==> config.mk <==
export PLATFORM = sky130hd
export DESIGN_NAME = count_uart_tx_flat
export DESIGN_NICKNAME = d
export VERILOG_FILES = /design/src/rtl/count_uart_tx_if.sv /design/src/rtl/count_uart_tx.sv /design/src/flat_wrapper.sv
export SDC_FILE = /design/constraint.sdc
export NUM_CORES = 1
export LEC_CHECK = 0
export CORE_MARGIN = 3
export CORE_UTILIZATION = 59
export CTS_BUF_LIST = sky130_fd_sc_hd__clkbuf_8
export CTS_CLUSTER_SIZE = 20
export DETAILED_ROUTE_END_ITERATION = 10
export DONT_BUFFER_PORTS = 1
export PLACE_DENSITY = 0.77
export SLEW_MARGIN = 40
export SYNTH_ARGS = -nofsm -noshare
export SYNTH_HDL_FRONTEND = slang
export SYNTH_SLANG_ARGS = --single-unit
export TNS_END_PERCENT = 10
==> constraint.sdc <==
create_clock -name clk -period 2 [get_ports clk]
set_input_delay 0.4 -clock clk [delete_from_list [all_inputs] [get_ports clk]]
set_output_delay 0.4 -clock clk [all_outputs]
set_load 0.02 [all_outputs]
==> src/rtl/count_uart_tx_if.sv <==
// Valid/ready byte handshake between the counter
// and the UART serialiser.
interface count_uart_tx_if;
   logic [7:0] data_in;
   logic       data_valid;
   logic       data_ready;

   modport master (
      output data_in,
      output data_valid,
      input  data_ready
   );

   modport slave (
      input  data_in,
      input  data_valid,
      output data_ready
   );
endinterface

==> src/rtl/count_uart_tx.sv <==
// UART transmitter for counter samples:
// 8N1/8E1/8N2/8E2 framing, LSB first.
module count_uart_tx #(
   parameter int CLKS_PER_BIT = 16,
   parameter int PARITY_EN    = 0,
   parameter int STOP_BITS    = 1
) (
   input  logic              clk,
   input  logic              rst,
   count_uart_tx_if.slave    up,
   output logic              tx,
   output logic              busy,
   output logic [7:0]        frame_count
);

   typedef enum logic [2:0] {
      S_IDLE,
      S_START,
      S_DATA,
      S_PARITY,
      S_STOP
   } state_t;

   localparam logic [15:0] BAUD_MAX  = 16'(CLKS_PER_BIT - 1);
   localparam logic [2:0]  STOP_LAST = 3'(STOP_BITS - 1);
   localparam bit          HAS_PAR   = (PARITY_EN != 0);

   state_t      state_q, state_d;
   logic [15:0] baud_q, baud_d;
   logic [2:0]  bit_q, bit_d;
   logic [7:0]  sh_q, sh_d;
   logic        par_q, par_d;
   logic        tx_q, tx_d;
   logic        rdy_q, rdy_d;
   logic        busy_q, busy_d;
   logic [7:0]  fc_q, fc_d;
   logic        baud_end;

   assign baud_end      = (baud_q == BAUD_MAX);
   assign tx            = tx_q;
   assign busy          = busy_q;
   assign frame_count   = fc_q;
   assign up.data_ready = rdy_q;

   // State and output registers; reset abandons any frame.
   always_ff @(posedge clk or posedge rst) begin
      if (rst) begin
         state_q <= S_IDLE;
         baud_q  <= '0;
         bit_q   <= '0;
         sh_q    <= '0;
         par_q   <= 1'b0;
         tx_q    <= 1'b1;
         rdy_q   <= 1'b1;
         busy_q  <= 1'b0;
         fc_q    <= '0;
      end else begin
         state_q <= state_d;
         baud_q  <= baud_d;
         bit_q   <= bit_d;
         sh_q    <= sh_d;
         par_q   <= par_d;
         tx_q    <= tx_d;
         rdy_q   <= rdy_d;
         busy_q  <= busy_d;
         fc_q    <= fc_d;
      end
   end

   // Next state; tx_d is the level of the bit being entered.
   always_comb begin
      state_d = state_q;
      baud_d  = baud_q;
      bit_d   = bit_q;
      sh_d    = sh_q;
      par_d   = par_q;
      tx_d    = tx_q;
      rdy_d   = rdy_q;
      busy_d  = busy_q;
      fc_d    = fc_q;
      unique case (state_q)
         S_IDLE: begin
            baud_d = '0;
            bit_d  = '0;
            if (up.data_valid && rdy_q) begin
               sh_d    = up.data_in;
               par_d   = ^up.data_in;
               state_d = S_START;
               tx_d    = 1'b0;
               rdy_d   = 1'b0;
               busy_d  = 1'b1;
            end
         end
         S_START: begin
            if (baud_end) begin
               baud_d  = '0;
               state_d = S_DATA;
               tx_d    = sh_q[0];
            end else begin
               baud_d = baud_q + 16'd1;
            end
         end
         S_DATA: begin
            if (baud_end) begin
               baud_d = '0;
               if (bit_q == 3'd7) begin
                  bit_d = '0;
                  if (HAS_PAR) begin
                     state_d = S_PARITY;
                     tx_d    = par_q;
                  end else begin
                     state_d = S_STOP;
                     tx_d    = 1'b1;
                  end
               end else begin
                  bit_d = bit_q + 3'd1;
                  sh_d  = sh_q >> 1;
                  tx_d  = sh_q[1];
               end
            end else begin
               baud_d = baud_q + 16'd1;
            end
         end
         S_PARITY: begin
            if (baud_end) begin
               baud_d  = '0;
               state_d = S_STOP;
               tx_d    = 1'b1;
            end else begin
               baud_d = baud_q + 16'd1;
            end
         end
         S_STOP: begin
            if (baud_end) begin
               baud_d = '0;
               if (bit_q == STOP_LAST) begin
                  bit_d   = '0;
                  state_d = S_IDLE;
                  tx_d    = 1'b1;
                  rdy_d   = 1'b1;
                  busy_d  = 1'b0;
                  fc_d    = fc_q + 8'd1;
               end else begin
                  bit_d = bit_q + 3'd1;
               end
            end else begin
               baud_d = baud_q + 16'd1;
            end
         end
         default: begin
            state_d = S_IDLE;
            baud_d  = '0;
            bit_d   = '0;
            tx_d    = 1'b1;
            rdy_d   = 1'b1;
            busy_d  = 1'b0;
         end
      endcase
   end

endmodule

==> src/flat_wrapper.sv <==
// flat-port wrapper written by rule: the top's interface ports become plain ports
module count_uart_tx_flat 
#(
   parameter int CLKS_PER_BIT = 16,
   parameter int PARITY_EN    = 0,
   parameter int STOP_BITS    = 1
)
  (clk, rst, tx, busy, frame_count, up_data_in, up_data_valid, up_data_ready);
  count_uart_tx_if up_i ();
  input  logic clk;
  input  logic rst;
  output logic tx;
  output logic busy;
  output logic [7:0] frame_count;
  input wire logic [$bits(up_i.data_in)-1:0] up_data_in;
  input wire logic [$bits(up_i.data_valid)-1:0] up_data_valid;
  output wire logic [$bits(up_i.data_ready)-1:0] up_data_ready;
  assign up_i.data_in = up_data_in;
  assign up_i.data_valid = up_data_valid;
  assign up_data_ready = up_i.data_ready;
  count_uart_tx #(.CLKS_PER_BIT(CLKS_PER_BIT), .PARITY_EN(PARITY_EN), .STOP_BITS(STOP_BITS)) u_core (.clk(clk), .rst(rst), .up(up_i), .tx(tx), .busy(busy), .frame_count(frame_count));
endmodule
# Yosys cells after proc, flatten, opt, wreduce, memory -nomap -nowiden
# Index checks and enable logic that the tools add are counted.
[word_totals]
elab_cells = 72
rom_bits = 0
memories = 0
output_inout_bits = 11
register_bits = 41
latch_bits = 0
ram_bits = 0
[op_classes]
n_reduce_logical = 13
n_addsub = 3
n_eq_ne = 14
n_bitwise = 2
n_shift = 0
n_mul = 0
n_lt_le_gt_ge = 0
n_mux = 32
n_div = 0
[op_table]
columns = ["op", "count"]
rows = [
  ["3-bit two-way mux", 11],
  ["16-bit two-way mux", 2],
  ["8-bit two-way mux", 3],
  ["16-bit by 1-bit adder with 16-bit output (second input constant)", 1],
  ["16-bit by 4-bit == test with 1-bit output (second input constant)", 1],
  ["8-bit case mux with 2 select lines", 1],
  ["3-bit case mux with 5 select lines", 1],
  ["2-bit by 1-bit inequality test with 1-bit output (second input constant)", 7],
  ["1-bit two-way mux", 10],
  ["3-bit case mux with 3 select lines", 1],
  ["8-bit by 1-bit adder with 8-bit output (second input constant)", 1],
  ["4-bit AND reduction", 2],
  ["7-bit AND reduction", 1],
  ["3-bit by 2-bit == test with 1-bit output (second input constant)", 2],
  ["3-bit == test (second input constant)", 2],
  ["3-bit zero test", 2],
  ["1-bit case mux with 3 select lines", 2],
  ["3-bit AND reduction", 2],
  ["6-bit AND reduction", 1],
  ["1-bit case mux with 5 select lines", 1],
  ["4-bit OR reduction", 1],
  ["3-bit by 1-bit adder with 3-bit output (second input constant)", 1],
  ["3-bit by 1-bit == test with 1-bit output (second input constant)", 1],
  ["3-bit OR reduction", 1],
  ["5 further kinds", 6],
]

# Logic depth before layout (Yosys ltp)
# Gate-level depths: netlist of the first run.
[depth]
ltp_word = 4
mapped_depth = 7
depth_no_buf = 6

# Worst setup path after synthesis of the first run
# No wires, ideal clock.
[synth_timing]
path_kind = "flip-flop to flip-flop"
from = "register u_core.baud_q[0]"
to = "register u_core.sh_q[0]"
arrival_ns = 1.916
path_buffers = 1
slack_ns = -0.041
required_time_ns = 1.875
setup_ns = 0.125
period_less_slack_ns = 2.041
path_stages_with_launch = 7
cell_sequence = "dfrtp_1 > ha_1 > and3_1 > buf_2 > nand4_4 > o41ai_4 > mux2_2"
[synth_between]
elab_chain_cells = 3
[synth_rtl]
columns = ["element", "line", "source"]
rows = [
  ["start: declaration", "count_uart_tx.sv:29", "logic [15:0] baud_q, baud_d;"],
  ["start signal: assignment", "count_uart_tx.sv:59", "baud_q <= baud_d;"],
  ["16-bit by 4-bit == test with 1-bit output", "count_uart_tx.sv:39", "assign baud_end = (baud_q == BAUD_MAX);"],
  ["2-bit by 1-bit inequality test with 1-bit output (no source line)", "--", ""],
  ["4-bit AND reduction (no source line)", "--", ""],
  ["end signal: assignment", "count_uart_tx.sv:51", "sh_q <= '0;"],
  ["end signal: assignment", "count_uart_tx.sv:61", "sh_q <= sh_d;"],
  ["end: declaration", "count_uart_tx.sv:31", "logic [7:0] sh_q, sh_d;"],
]
# No other way between the ends.
# A chain may end at the register's enable or synchronous reset.

# Worst setup path after layout of the first run
[layout_timing]
from = "register u_core.bit_q[1]"
to = "register u_core.sh_q[3]"
[layout_between]
elab_chain_cells = 3
[layout_rtl]
columns = ["element", "line", "source"]
rows = [
  ["start: declaration", "count_uart_tx.sv:30", "logic [2:0] bit_q, bit_d;"],
  ["start signal: assignment", "count_uart_tx.sv:60", "bit_q <= bit_d;"],
  ["3-bit == test", "count_uart_tx.sv:106", "if (bit_q == 3'd7) begin"],
  ["2-bit inequality test (no source line)", "--", ""],
  ["4-bit AND reduction (no source line)", "--", ""],
]
# No other way between the ends.

==> results by group, run 1 <==
Status
  • Result of the run: finished clean

Floorplan
  • Core area: 0.00347 mm²
  • Site row count: 21
  • Initial Utilization: 64.1%
  • DIE HEIGHT: 67.4 µm
  • Die width: 67.4 µm
  • Number of top-level pins: 22
  • Die Outline Area: 0.00454 mm²

Logic synthesis
  • Synthesized net count: 227
  • Most used DFF post-synth: dfrtp_1
  • Synth cell types: 41
  • Post-synthesis register bit count: 41
  • Area contributors post-synth: dfrtp_1, mux2_2, xor2_1
  • Sequential share of the synthesized area: 46.3%
  • Cells after Synth: 211
  • Synth warnings: 0
  • Cell Area, Synth: 0.00222 mm²
  • Area share of the largest cell type after synthesis: 43.9%
  • Average cell area after synthesis: 10.5 µm²
  • Number of flops mapped to enable cells by yosys: 0
  • Asr flop ratio synth: 100%
  • Top cell type by total area after synthesis: dfrtp_1

Cells and area
  • ANT cells: 0
  • Total number of nets in the final design: 237
  • Area overhead of the layout relative to synthesis: 8.33%
  • Filler cell count: 274
  • Fraction of layout instances using a drive strength above 1: 19.1%
  • Final core utilization: 69.4%
  • Final Non-Filler Cells: 266

Global route
  • Vias in the first global route: 1613
  • Number of antenna violations at the first check in global routing: 0
  • GRT Residual Overflow: 0
  • GR Util All Layers: 22.8%
  • First-pass GRT wire length: 7610 µm
  • Largest net degree at the start of global routing: 42

Timing
  • Shortest period the worst path allows: 1880 ps
  • Setup repair after global routing missed its margin: no
  • Largest clock skew in the final design: 4.39 ps
  • Worst-margin pin slew: 497 ps
  • Final Hold Viols: 0
  • Achievable Freq: 532 MHz
  • Number of failing setup endpoints in the final timing report: 0
  • Final cycle utilization of the critical path: 94.0%
  • Final Max Slew Viols: 0
  • Slew margin rel.: 66.9%
  • Setup TNS: 0 ps

Worst setup path
  • Kind of critical path: register to register
  • R2r startpoint: u_core.bit_q[1]
  • R2r setup slk: 120 ps
  • Series of cell instances along the critical path: ha_1 > ha_1 > o41ai_4 > buf_4 > mux2_2
  • Buf+Inv Stages, Crit Path: 1
  • Number of cells on the worst reg-to-reg path: 5
  • Arrival time of the worst setup path: 2060 ps
  • Cell mode on critical path: ha_1
  • Critical path's top delay family: adder cells
  • CP Max Fanout: 8
  • Startpoint of the most critical setup path: u_core.bit_q[1]
  • Endpoint class of the critical path: register
  • Data required time at the worst endpoint: 2180 ps
  • R2R Path End: u_core.sh_q[3]
  • Largest stage delay on the critical path: 430 ps
  • Sort of element at the start of the critical path: register
  • Library cell contributing the largest single delay on the critical path: dfrtp_1

CTS
  • Clock tree buffer depth: 2
  • Number of setup buffers added after CTS: 0
  • CTS Hold Bufs: 0
  • Total number of clock tree sinks: 41
  • Number of instances resized during post-cts repair: 0
  • Htree depth: 2
  • TritonCTS clock tree: done
  • Insertion delay of the later-clocked pin in the worst-skew pair: 290 ps
  • CTS clk-pin slew, worst paths: 70 ps
  • Num CTS Buffers: 5
  • Clock root buffer: clkbuf_8

Power
  • VDD IR max: 634 µV
  • Power per cell area: 828 mW/mm²
  • Leak pwr: 1.08 nW

Detailed routing
  • Via density per instance: 6.01
  • Count of vias placed by the detailed router: 1599
  • Number of iterations in the first detailed-routing pass: 4
  • DRC violation total after the first TritonRoute iteration: 153
  • Wire length per cell after detailed routing: 16.2 µm
  • DRT Wirelength: 4320 µm
  • Post-route DRC violation count: 0
  • DRT antenna net count: 0

Placed design
  • DPL Wire Length: 3230 µm
  • Dpl cells: 260
  • Placer congestion estimate: 0.896
  • Quantity of I/O buffers inserted on ports: 0

Min path
  • Path category of the worst min-delay check: input pin to async pin

Flow run
  • Number of max-cap violations: 0
-- through the flow --
stage	total power [mW]	cell area, µm²	hold WS, ps	setup WS (ps)
after global placement	1.48	2330	435	149
after CTS	2.01	2400	125	75.8
final	1.99	2410	115	120
after floorplan	1.38	2220	448	36.3
after detailed placement	1.52	2330	448	88.9
after global routing	2.13	2410	148	18.5
-- logic make-up (layout without fill, tap and decap cells) --
kind of cell / Yosys count / in the layout / synth area share, %
AO/OA/AOI/OAI: 27 / 27 / 8.67
XOR/XNOR: 20 / 20 / 7.88
adder cells (fa/ha/maj): 5 / 5 / 2.82
buffers and inverters: 18 / 27 / 3.43
flip-flops: 41 / 41 / 46.3
multiplexers: 17 / 17 / 8.56
AND/OR/NAND/NOR: 83 / 83 / 22.4
-- state kept, by name, indices dropped and copies added (netlist names) --
register / flops
u_core.busy: 1
u_core.bit_q: 3
u_core.up.data_ready: 1
u_core.tx: 1
u_core.state_q: 3
u_core.frame_count: 8
u_core.baud_q: 16
u_core.sh_q: 8
-- Yosys cell counts, drive strengths merged (7+ instances only) --
master / count
dfrtp: 39
nor2: 23
xor2: 17
mux2: 16
nand3: 13
nand4: 9
clkbuf: 8
inv: 8
nand2: 8
o21ai: 8
a21oi: 7
nor4: 7
-- how the worst max path moves through the flow --
stage,to,slack (ps),cells past startpoint
6_report,u_core.sh_q[3],120,5
3_3_place_gp,u_core.sh_q[4],150,5
2_1_floorplan,u_core.sh_q[0],40,6
3_5_place_dp,u_core.baud_q[8],90,5
5_1_grt,u_core.sh_q[1],20,5
4_1_cts,u_core.baud_q[14],80,6
-- cell usage in the layout, fill, tap and decap left out, types with 2 or more instances in the layout --
master and n:
nor3_1 4, o21ai_0 8, and3_1 2, nand2_1 8, nand3b_1 3, xor2_1 17, xnor2_1 3, nor4_1 4
o32ai_1 2, nand4_1 8, or3_1 2, nand2b_1 2, nand3_1 13, dfrtp_1 39, inv_1 8, and4_1 4
ha_1 5, nor2_1 23, nor2b_1 3, clkbuf_8 5, nor4_4 3, a21oi_1 7, buf_4 13, dfstp_2 2
mux2_2 15
-- area by class of cell --
class                      count  area (µm²)  share of cell area (%)
timing repair buffer          13        97.6                    4.05
inverter                       8        30.0                    1.25
clock inverter                 1        5.00                   0.208
multi-input combinational    152        1120                    46.5
clock buffer                   5        68.8                    2.86
sequential                    41        1030                    42.7
tap                           46        57.6                    2.39
-- per-layer routing --
metal	vias up	wire length [µm]	part of all wire (%)	global-route usage [%]
met3	12	226	5.2	7.15
met1	777	1830	42	28.8
met4	0	91	2.1	8.35
met2	40	2170	50	36.7
met5	-	0	0	0
li1	770	-	-	-
-- report_power, final --
group          switching, mW  internal [mW]  total, mW
registers             0.0945          0.932       1.03
clock network          0.257          0.229      0.487
logic                  0.279          0.201      0.480
total                  0.631           1.36       1.99
(Power assumes the default switching activity.)
==> run 2: changes to the inputs <==
- CTS_BUF_LIST: sky130_fd_sc_hd__clkbuf_8 -> sky130_fd_sc_hd__clkbuf_4 sky130_fd_sc_hd__clkbuf_8
==> results of run 2 <==
The final DEF is identical to that of run 1; final timing and power are the same.
==> run 3: changes to the inputs <==
- CORE_ASPECT_RATIO: not set -> 0.5
==> run 3 against run 2 <==
Utilization grew 1.1 points. Critical path depth is the same. Worst setup slack lost 36 ps. Clock power grew 23%. Critical path type unchanged. Power grew 7.8%. Clock skew grew 2.7 ps. Die area grew 0.98%. First-iteration DRC count shrank 82%. Critical endpoint unchanged. Cell count grew 4.1%. Largest power group unchanged. Highest routed layer unchanged.
==> results by group, run 3 (synthesis results as in run 1) <==
Worst setup path
  • Arrival time of the worst setup path: 2100 ps (+40 ps)
  • Endpoint class of the critical path: register
  • R2R Path End: u_core.sh_q[3]
  • Kind of critical path: register to register
  • R2r startpoint: u_core.bit_q[1]
  • Sort of element at the start of the critical path: register
  • R2r setup slk: 80 ps (-40 ps)
  • CP Max Fanout: 8 (unchanged)
  • Data required time at the worst endpoint: 2180 ps (about the same)
  • Number of cells on the worst reg-to-reg path: 5 (unchanged)

Timing
  • Worst-case setup margin in the final layout: 84.5 ps (-35.8 ps)
  • Setup repair after global routing missed its margin: yes
  • Slew margin rel.: 76.2% (+9.3 points)
  • Final Hold Viols: 0 (unchanged)
  • Shortest period the worst path allows: 1920 ps (+35.8 ps)
  • Final cycle utilization of the critical path: 95.8% (+1.8 points)
  • Largest clock skew in the final design: 7.09 ps (+2.69 ps)
  • Number of failing setup endpoints in the final timing report: 0 (unchanged)
  • Final Max Slew Viols: 0 (unchanged)
  • Worst-margin pin slew: 348 ps (-149 ps)
  • Achievable Freq: 522 MHz (-1.9%)
  • Worst Hold Margin: 15.4 ps (-100 ps)

Placed design
  • Setup slack at placement: 72.5 ps (-16.4 ps)
  • Quantity of I/O buffers inserted on ports: 0 (unchanged)
  • Placer congestion estimate: 0.833 (-7.1%)
  • DPL Wire Length: 3070 µm (-5.1%)

Power
  • Post-route total power: 2.15 mW (+7.8%)
  • VDD IR max: 687 µV (+8.2%)
  • Leak pwr: 1.12 nW (+3.8%)
  • Power per cell area: 864 mW/mm² (+4.4%)

Detailed routing
  • Number of iterations in the first detailed-routing pass: 4 (unchanged)
  • Wire length per cell after detailed routing: 15.3 µm (-6.0%)
  • DRT Wirelength: 4230 µm (-2.1%)
  • DRT antenna net count: 0 (unchanged)
  • Post-route DRC violation count: 0 (unchanged)
  • Via density per instance: 5.70 (-5.2%)
  • Count of vias placed by the detailed router: 1578 (-1.3%)
  • DRC violation total after the first TritonRoute iteration: 27 (-82%)

Cells and area
  • Number of flip-flops in the largest register: 16 (unchanged)
  • Most flops, register: u_core.baud_q
  • Total number of nets in the final design: 241 (+1.7%)
  • Most used cells in the layout excluding fill and tap cells: dfrtp_1, nor2_1, xor2_1, mux2_2, buf_4
  • Commonest non-fill, non-tap cell in the layout: dfrtp_1
  • Area overhead of the layout relative to synthesis: 11.9%
  • Final core utilization: 70.5% (+1.1 points)
  • ANT cells: 0 (unchanged)
  • Fraction of layout instances using a drive strength above 1: 21.2% (+2.1 points)

Global route
  • Number of antenna violations at the first check in global routing: 0 (unchanged)
  • First-pass GRT wire length: 7720 µm (+1.5%)
  • Vias in the first global route: 1590 (-1.4%)
  • Largest net degree at the start of global routing: 26 (-38%)
  • GR Util All Layers: 21.5% (-1.2 points)
  • GRT Residual Overflow: 0 (unchanged)

CTS
  • Num CTS Buffers: 5 (unchanged)
  • Htree depth: 2 (unchanged)
  • Insertion delay of the later-clocked pin in the worst-skew pair: 300 ps (about the same)
  • Total number of clock tree sinks: 41 (unchanged)
  • CTS clk-pin slew, worst paths: 80 ps (about the same)
  • Number of setup buffers added after CTS: 0 (unchanged)
  • Clock tree buffer depth: 2 (unchanged)
  • TritonCTS clock tree: done
  • Clock root buffer: clkbuf_8

Floorplan
  • Number of top-level pins: 22 (unchanged)
  • Die width: 92.8 µm (+38%)
  • Core area: 0.00353 mm² (+1.7%)
  • Die Outline Area: 0.00458 mm² (+0.98%)
  • Initial Utilization: 63.0% (-1.1 points)
  • Site row count: 15 (-29%)
  • DIE HEIGHT: 49.4 µm (-27%)

Status
  • Result of the run: finished clean

Min path
  • Path category of the worst min-delay check: input pin to async pin

Flow run
  • Number of max-cap violations: 0 (unchanged)
## run 3: worst max-delay path, cell delays in order (launching register included)
cell	delay (ps)
dfrtp_1	430
ha_1	210
ha_1	270
o41ai_4	380
buf_6	180
mux2_2	330
## run 3: how the worst max path moves through the flow
stage | start | end | slack (ps) | depth (start not counted)
6_report | u_core.bit_q[1] | u_core.sh_q[3] | 80 | 5
5_1_grt | u_core.baud_q[12] | u_core.sh_q[7] | -2 | 5
4_1_cts | u_core.bit_q[1] | u_core.sh_q[6] | 60 | 5
3_5_place_dp | u_core.bit_q[1] | u_core.sh_q[6] | 70 | 5
3_3_place_gp | u_core.bit_q[1] | u_core.sh_q[5] | 100 | 5
2_1_floorplan | u_core.baud_q[0] | u_core.sh_q[0] | 40 | 6
## run 3: power breakdown
group | leakage [nW] | switching (mW) | internal (mW)
logic | 0.530 | 0.293 | 0.227
registers | 0.535 | 0.0970 | 0.931
clock network | 0.0542 | 0.289 | 0.312
total | 1.12 | 0.678 | 1.47
## run 3: metal layers
metal	GRT usage, %	vias to the layer above	share of wire [%]
li1	-	781	-
met1	31.0	764	50
met2	32.4	26	45
met3	6.01	7	4.3
met4	5.11	0	0.83
met5	0	-	0
## run 3: metrics by stage
step / instance area (µm²) / instances / setup TNS [ps]
3_3_place_gp: 2380 / 269 / 0
6_report: 2490 / 277 / 0
5_1_grt: 2490 / 277 / -2.52
4_1_cts: 2480 / 277 / 0
3_5_place_dp: 2380 / 269 / 0
2_1_floorplan: 2220 / 211 / 0
## run 3: repair_timing
item,CTS,global route
endpoints found under the setup margin,0,8
hold buffers,0,0
resized for setup,0,2
## run 3: layout make-up
type                            count  area, µm²
Clock inverter                      1       5.00
Timing Repair Buffer               17        144
Fill cell                         274       1040
Sequential cell                    41       1030
Tap cell                           51       63.8
Clock buffer                        7       96.3
Multi-Input combinational cell    152       1120
Inverter                            8       30.0
